### src/rtl/rv32i_types.sv
// Shared RV32I type definitions used by the MEM-stage load path.
package rv32i_types;

  // funct3 encodings of the RV32I load instructions
  typedef enum logic [2:0] {
    LF3_LB  = 3'b000,
    LF3_LH  = 3'b001,
    LF3_LW  = 3'b010,
    LF3_LBU = 3'b100,
    LF3_LHU = 3'b101
  } load_funct3_t;

  // Load unit control states
  typedef enum logic [1:0] {
    IDLE = 2'd0,
    WAIT = 2'd1,
    DONE = 2'd2
  } load_unit_state_t;

  // True when the access is not naturally aligned for its size
  function automatic logic is_misaligned(input logic [2:0] funct3, input logic [1:0] offset);
    logic mis;
    mis = 1'b0;
    if ((funct3 == LF3_LH) || (funct3 == LF3_LHU)) mis = offset[0];
    else if (funct3 == LF3_LW)                     mis = (offset != 2'b00);
    return mis;
  endfunction

endpackage

### src/rtl/load_formatter.sv
// Combinational load-data formatter: selects the addressed byte/halfword/word
// from a 32-bit memory word and sign- or zero-extends it.
// Shared between the load unit and the forwarding path.
module load_formatter
  import rv32i_types::*;
(
  input  logic [31:0] rdata,
  input  logic [1:0]  offset,
  input  logic [2:0]  funct3,
  output logic [31:0] result
);

  logic [31:0] byte_shift;
  logic [7:0]  byte_v;
  logic [15:0] half_v;

  assign byte_shift = rdata >> {offset, 3'b000};
  assign byte_v     = byte_shift[7:0];
  // offset[0] is deliberately ignored for halfwords
  assign half_v     = offset[1] ? rdata[31:16] : rdata[15:0];

  // Extend according to the load type; undefined encodings pass the word through
  always_comb begin
    result = rdata;
    case (funct3)
      LF3_LB:  result = {{24{byte_v[7]}}, byte_v};
      LF3_LBU: result = {24'h000000, byte_v};
      LF3_LH:  result = {{16{half_v[15]}}, half_v};
      LF3_LHU: result = {16'h0000, half_v};
      default: result = rdata;
    endcase
  end

endmodule

### src/rtl/load_unit.sv
// MEM-stage load unit: issues a word-aligned read, waits for the memory
// response (with an optional watchdog), formats the data and holds the
// result until writeback acknowledges it.
// Optional macro LOAD_MISALIGN_TRAP_EN: misaligned lh/lhu/lw skip the memory
// access and complete immediately with err_misaligned set.
module load_unit
  import rv32i_types::*;
#(
  parameter int unsigned MAX_WAIT = 255
) (
  input  logic        clk,
  input  logic        rst,
  input  logic        req_valid,
  output logic        req_ready,
  input  logic [31:0] req_addr,
  input  logic [2:0]  req_funct3,
  input  logic [4:0]  req_rd,
  output logic        dmem_read,
  output logic [31:0] dmem_address,
  input  logic [31:0] dmem_rdata,
  input  logic        dmem_resp,
  output logic        rsp_valid,
  output logic [31:0] rsp_data,
  output logic [4:0]  rsp_rd,
  input  logic        rsp_ack,
  output logic        busy,
  output logic        err_timeout,
  output logic        err_misaligned
);

  // Watchdog fires on the cycle the 8-bit counter reaches MAX_WAIT-1
  localparam bit         WDOG_EN  = (MAX_WAIT != 0);
  localparam logic [7:0] LAST_CNT = (MAX_WAIT == 0) ? 8'd0 : 8'(MAX_WAIT - 1);

  load_unit_state_t state_q, state_d;
  logic [1:0]  off_q, off_d;
  logic [2:0]  funct3_q, funct3_d;
  logic [4:0]  rd_q, rd_d;
  logic [31:0] addr_q, addr_d;
  logic        dmem_read_q, dmem_read_d;
  logic        rsp_valid_q, rsp_valid_d;
  logic [31:0] rsp_data_q, rsp_data_d;
  logic        err_timeout_q, err_timeout_d;
  logic        err_mis_q, err_mis_d;
  logic [7:0]  wait_cnt_q, wait_cnt_d;
  logic [31:0] fmt_result;

  load_formatter u_fmt (
    .rdata  (dmem_rdata),
    .offset (off_q),
    .funct3 (funct3_q),
    .result (fmt_result)
  );

  // Next-state and output-register logic for the request/wait/hold sequence
  always_comb begin
    state_d       = state_q;
    off_d         = off_q;
    funct3_d      = funct3_q;
    rd_d          = rd_q;
    addr_d        = addr_q;
    dmem_read_d   = dmem_read_q;
    rsp_valid_d   = rsp_valid_q;
    rsp_data_d    = rsp_data_q;
    err_timeout_d = err_timeout_q;
    err_mis_d     = err_mis_q;
    wait_cnt_d    = wait_cnt_q;
    case (state_q)
      IDLE: begin
        if (req_valid) begin
          off_d      = req_addr[1:0];
          funct3_d   = req_funct3;
          rd_d       = req_rd;
          addr_d     = {req_addr[31:2], 2'b00};
          wait_cnt_d = 8'd0;
`ifdef LOAD_MISALIGN_TRAP_EN
          if (is_misaligned(req_funct3, req_addr[1:0])) begin
            state_d     = DONE;
            rsp_valid_d = 1'b1;
            rsp_data_d  = 32'h0;
            err_mis_d   = 1'b1;
          end else
`endif
          begin
            dmem_read_d = 1'b1;
            state_d     = WAIT;
          end
        end
      end
      WAIT: begin
        wait_cnt_d = wait_cnt_q + 8'd1;
        // A response in the timeout cycle still wins
        if (dmem_resp) begin
          rsp_data_d  = fmt_result;
          dmem_read_d = 1'b0;
          rsp_valid_d = 1'b1;
          state_d     = DONE;
        end else if (WDOG_EN && (wait_cnt_q == LAST_CNT)) begin
          rsp_data_d    = 32'h0;
          dmem_read_d   = 1'b0;
          err_timeout_d = 1'b1;
          rsp_valid_d   = 1'b1;
          state_d       = DONE;
        end
      end
      DONE: begin
        // No request is taken here even if req_valid rides along with rsp_ack
        if (rsp_ack) begin
          rsp_valid_d   = 1'b0;
          err_timeout_d = 1'b0;
          err_mis_d     = 1'b0;
          state_d       = IDLE;
        end
      end
      default: begin
        state_d     = IDLE;
        dmem_read_d = 1'b0;
        rsp_valid_d = 1'b0;
      end
    endcase
  end

  // State registers; reset drops the read strobe immediately
  always_ff @(posedge clk or posedge rst) begin
    if (rst) begin
      state_q       <= IDLE;
      off_q         <= 2'b00;
      funct3_q      <= 3'b000;
      rd_q          <= 5'd0;
      addr_q        <= 32'h0;
      dmem_read_q   <= 1'b0;
      rsp_valid_q   <= 1'b0;
      rsp_data_q    <= 32'h0;
      err_timeout_q <= 1'b0;
      err_mis_q     <= 1'b0;
      wait_cnt_q    <= 8'd0;
    end else begin
      state_q       <= state_d;
      off_q         <= off_d;
      funct3_q      <= funct3_d;
      rd_q          <= rd_d;
      addr_q        <= addr_d;
      dmem_read_q   <= dmem_read_d;
      rsp_valid_q   <= rsp_valid_d;
      rsp_data_q    <= rsp_data_d;
      err_timeout_q <= err_timeout_d;
      err_mis_q     <= err_mis_d;
      wait_cnt_q    <= wait_cnt_d;
    end
  end

  assign req_ready    = (state_q == IDLE);
  assign busy         = (state_q != IDLE);
  assign dmem_read    = dmem_read_q;
  assign dmem_address = addr_q;
  assign rsp_valid    = rsp_valid_q;
  assign rsp_data     = rsp_data_q;
  assign rsp_rd       = rd_q;
  assign err_timeout  = err_timeout_q;
`ifdef LOAD_MISALIGN_TRAP_EN
  assign err_misaligned = err_mis_q;
`else
  assign err_misaligned = 1'b0;
`endif

endmodule

### config.mk
export PLATFORM = sky130hd
export DESIGN_NAME = load_unit
export DESIGN_NICKNAME = d
export VERILOG_FILES = /design/src/rtl/rv32i_types.sv /design/src/rtl/load_formatter.sv /design/src/rtl/load_unit.sv
export SDC_FILE = /design/constraint.sdc
export NUM_CORES = 1
export LEC_CHECK = 0
export BUFFER_PORTS_ARGS = -buffer_cell sky130_fd_sc_hd__buf_4
export CAP_MARGIN = 20
export CORE_ASPECT_RATIO = 1.25
export CORE_MARGIN = 1
export CORE_UTILIZATION = 50
export DETAILED_ROUTE_END_ITERATION = 8
export PLACE_DENSITY = 0.9
export SETUP_SLACK_MARGIN = 0.2
export SKIP_CTS_REPAIR_TIMING = 1
export SLEW_MARGIN = 10
export SYNTH_ARGS = -nofsm -noshare
export SYNTH_HDL_FRONTEND = slang
export SYNTH_HIERARCHICAL = 1
export SYNTH_SLANG_ARGS = --single-unit
### constraint.sdc
create_clock -name clk -period 3.1 [get_ports clk]
set_input_delay 0.465 -clock clk [delete_from_list [all_inputs] [get_ports clk]]
set_output_delay 0.465 -clock clk [all_outputs]
set_load 0.03 [all_outputs]
==> impl_results.md <==
* CTS root buffer: clkbuf_8
* Static leakage at 2.91 nW
* Vias per cell at about 5.6
* HP Class: input port to async pin
* CTS tree: built
* CTS max path bufs at 2
* Top cells by area, synth: dfrtp_1 49%, mux2_4 12%, a22oi_1 6.9%
* Die height at around 110 um
* Routed via count at between 3k and 4k
* Layout cells sized above 1 at 0.416
* Synthesized area at 4350 um^2
* Residual DRC at 0
* Worst Setup SP: off_q[1]
* Final worst-path setup slack at 819 ps
* Top-area cell type share of the netlist area at 0.489
* Relative slew slack at 0.466
* # IOs at between 150 and 200
* ANT nets after route at 0
* TritonRoute pass-1 iters at 5
* Worst Hold Slack at 221 ps
* Critical Path RT at 3330 ps
* Clock sinks at 85
* Worst-path maximum fanout at 16
* Synth Warn # at 6
* Initial antenna violation count at 0
* CP arrival at between 2000 and 3000 ps
* Total global-route track usage at 0.249
* First-pass GRT wire length at around 18 mm
* Max cap viols at 0
* Total Wirelength at ~11 mm
* DIE WIDTH at 85.4 um
* RR Startpoint: off_q[1]
* Maximum operating frequency at 0.438 GHz
* Kind of critical path: flip-flop to flip-flop
* CTS H-Tree Depth at 3
* Full die area at between 9000 and 10000 um^2
* Starting DRT DRC Count at 182
* Total negative slack at 0 ps
* Core area at between 8000 and 9000 um^2
* Startpoint types: flip-flop
* Drt wl/cell at about 17 um
* Cells after Synth at between 400 and 500
* Worst slew pin tran at 801 ps
* Synth Register Bits at 85
* Layout net count at between 600 and 700
* Final Slew Violations at 0
* Number of global-route vias before repair at 3572
* Worst slack at placement at approximately 850 ps
* CTS buffer count at 9
* Endpoints failing hold at 0
* Status: complete, no violations
* Finish-stage setup viols at 0
* Final min period at around 2300 ps
* Worst vdd ir at ~0.0006 V
* Final Cycle Share at 0.736
* Netlist cell types at 43
* Power, Total at roughly 6.7 mW
* Starting Density at 0.522
* Syn Area/Cell at roughly 11 um^2
* Maximum number of pins on one net before global-route repair at 47
* Synthesis-to-layout area growth at 30.3%
* Num rows at 37
* Antenna diodes at 0
* Clock skew at 9.84 ps
* Sequential share of the synthesized area at 0.489
* Largest area contributor in the netlist: dfrtp_1
* GP Congestion at 0.856
* Pwr/cell area at ~1200 nW/um^2
* Congestion Overflow GR at 0
* HPWL after DPL at about 8 mm
* Worst-path clk slew at 90 ps
* Unrepaired setup endpoints after global routing: no
* Post-layout util at 0.680
* CP endpoint kind: flip-flop
* Clock latency on the worst-skew pair at roughly 360 ps
* Buffers on Ports at approximately 150
## cells in the final DEF (no fill, tap or decap), types with 3 or more instances in the layout
| cell type | n |
|---|---|
| conb_1 | 3 |
| mux2i_1 | 5 |
| inv_1 | 38 |
| buf_4 | 156 |
| a21oi_1 | 7 |
| o211ai_1 | 4 |
| mux2_4 | 34 |
| o21ai_0 | 47 |
| clkbuf_8 | 9 |
| nand2b_1 | 3 |
| mux2_2 | 12 |
| nor2_1 | 6 |
| nor2b_1 | 4 |
| nand2_1 | 50 |
| nand3_1 | 4 |
| dfrtp_1 | 85 |
| a22oi_1 | 40 |
## synthesized netlist by cell type
cell,count
a21boi_0,1
a21oi_1,7
a22o_1,1
a22oi_1,40
and3b_1,1
buf_12,3
buf_2,7
buf_4,4
buf_6,3
clkbuf_1,12
conb_1,1
dfrtp_1,85
ha_1,2
inv_1,39
mux2_2,12
mux2_4,34
mux2i_1,5
mux4_2,1
nand2_1,50
nand2_2,2
nand2b_1,3
nand3_1,4
nand3b_1,2
nand4_1,2
nor2_1,6
nor2b_1,4
nor3_1,1
nor3b_4,1
nor4_1,2
o211ai_1,4
o21ai_0,47
o21ba_2,1
o21bai_1,2
o21bai_2,1
o21bai_4,1
o22a_1,1
o22ai_1,1
o311ai_0,2
o31ai_1,2
o32ai_1,2
o41ai_1,1
or2_2,2
or3b_1,1
## cell type report
class | count | area [um^2]
inverters | 39 | 148
repair buffers | 156 | 1170
well taps | 97 | 121
clock inverters | 6 | 93.8
flip-flops and latches | 85 | 2130
multi-input cells | 252 | 1880
clock buffers | 10 | 128
fillers | 668 | 2660
## metrics by stage
stage	instances	area, um^2
finish	645	5670
global route	645	5670
CTS	645	5670
detailed placement	629	5450
global placement	629	5450
floorplan	405	4360
## final timing paths
check | endpoint | slack, ps | depth (start not counted)
worst max-delay path | rsp_data[30] | 820 | 6
worst min-delay path | wait_cnt_q[5] | 220 | 2
worst max register to register | rsp_data[30] | 820 | 6
worst min register to register | wait_cnt_q[7] | 490 | 1
max in group asynchronous | dmem_address[7] | 2060 | 3
min in group clk | dmem_address[18] | 330 | 2
## power by group
part | switching [mW] | internal (mW)
clock | 0.410 | 0.461
sequential | 0.484 | 1.62
combinational | 2.08 | 1.60
## worst max-delay path, cell delays in order (launching register included)
cell      delay, ps
dfrtp_1         680
mux4_2          470
nor3b_4         200
o21bai_4        390
nand2_1          90
a22oi_1         180
o21ai_0         120
## layer usage
metal,share of wire,track usage,up-vias,routed length (um)
met5,0,0,-,0
met4,0.029,0.119,0,307
met2,0.50,0.402,152,5410
met3,0.058,0.0388,22,623
met1,0.41,0.329,1755,4410
li1,-,-,1682,-
## registers in the layout, summed over array words and instances, names as in the netlist, 2 cells and up
register and flops:
rsp_data 32, dmem_address 30, wait_cnt_q 8, rsp_rd 5
funct3_q 3, off_q 2, state_q 2
## kinds of logic after synthesis
group,Yosys count,synth area share
buf+inv,68,0.0805
flops,85,0.489
simple gates,81,0.0874
mux,52,0.165
fa+ha+maj,2,0.00575
other cells,1,0.000862
compound gates,114,0.171
Power figures use the tool's default switching activity.
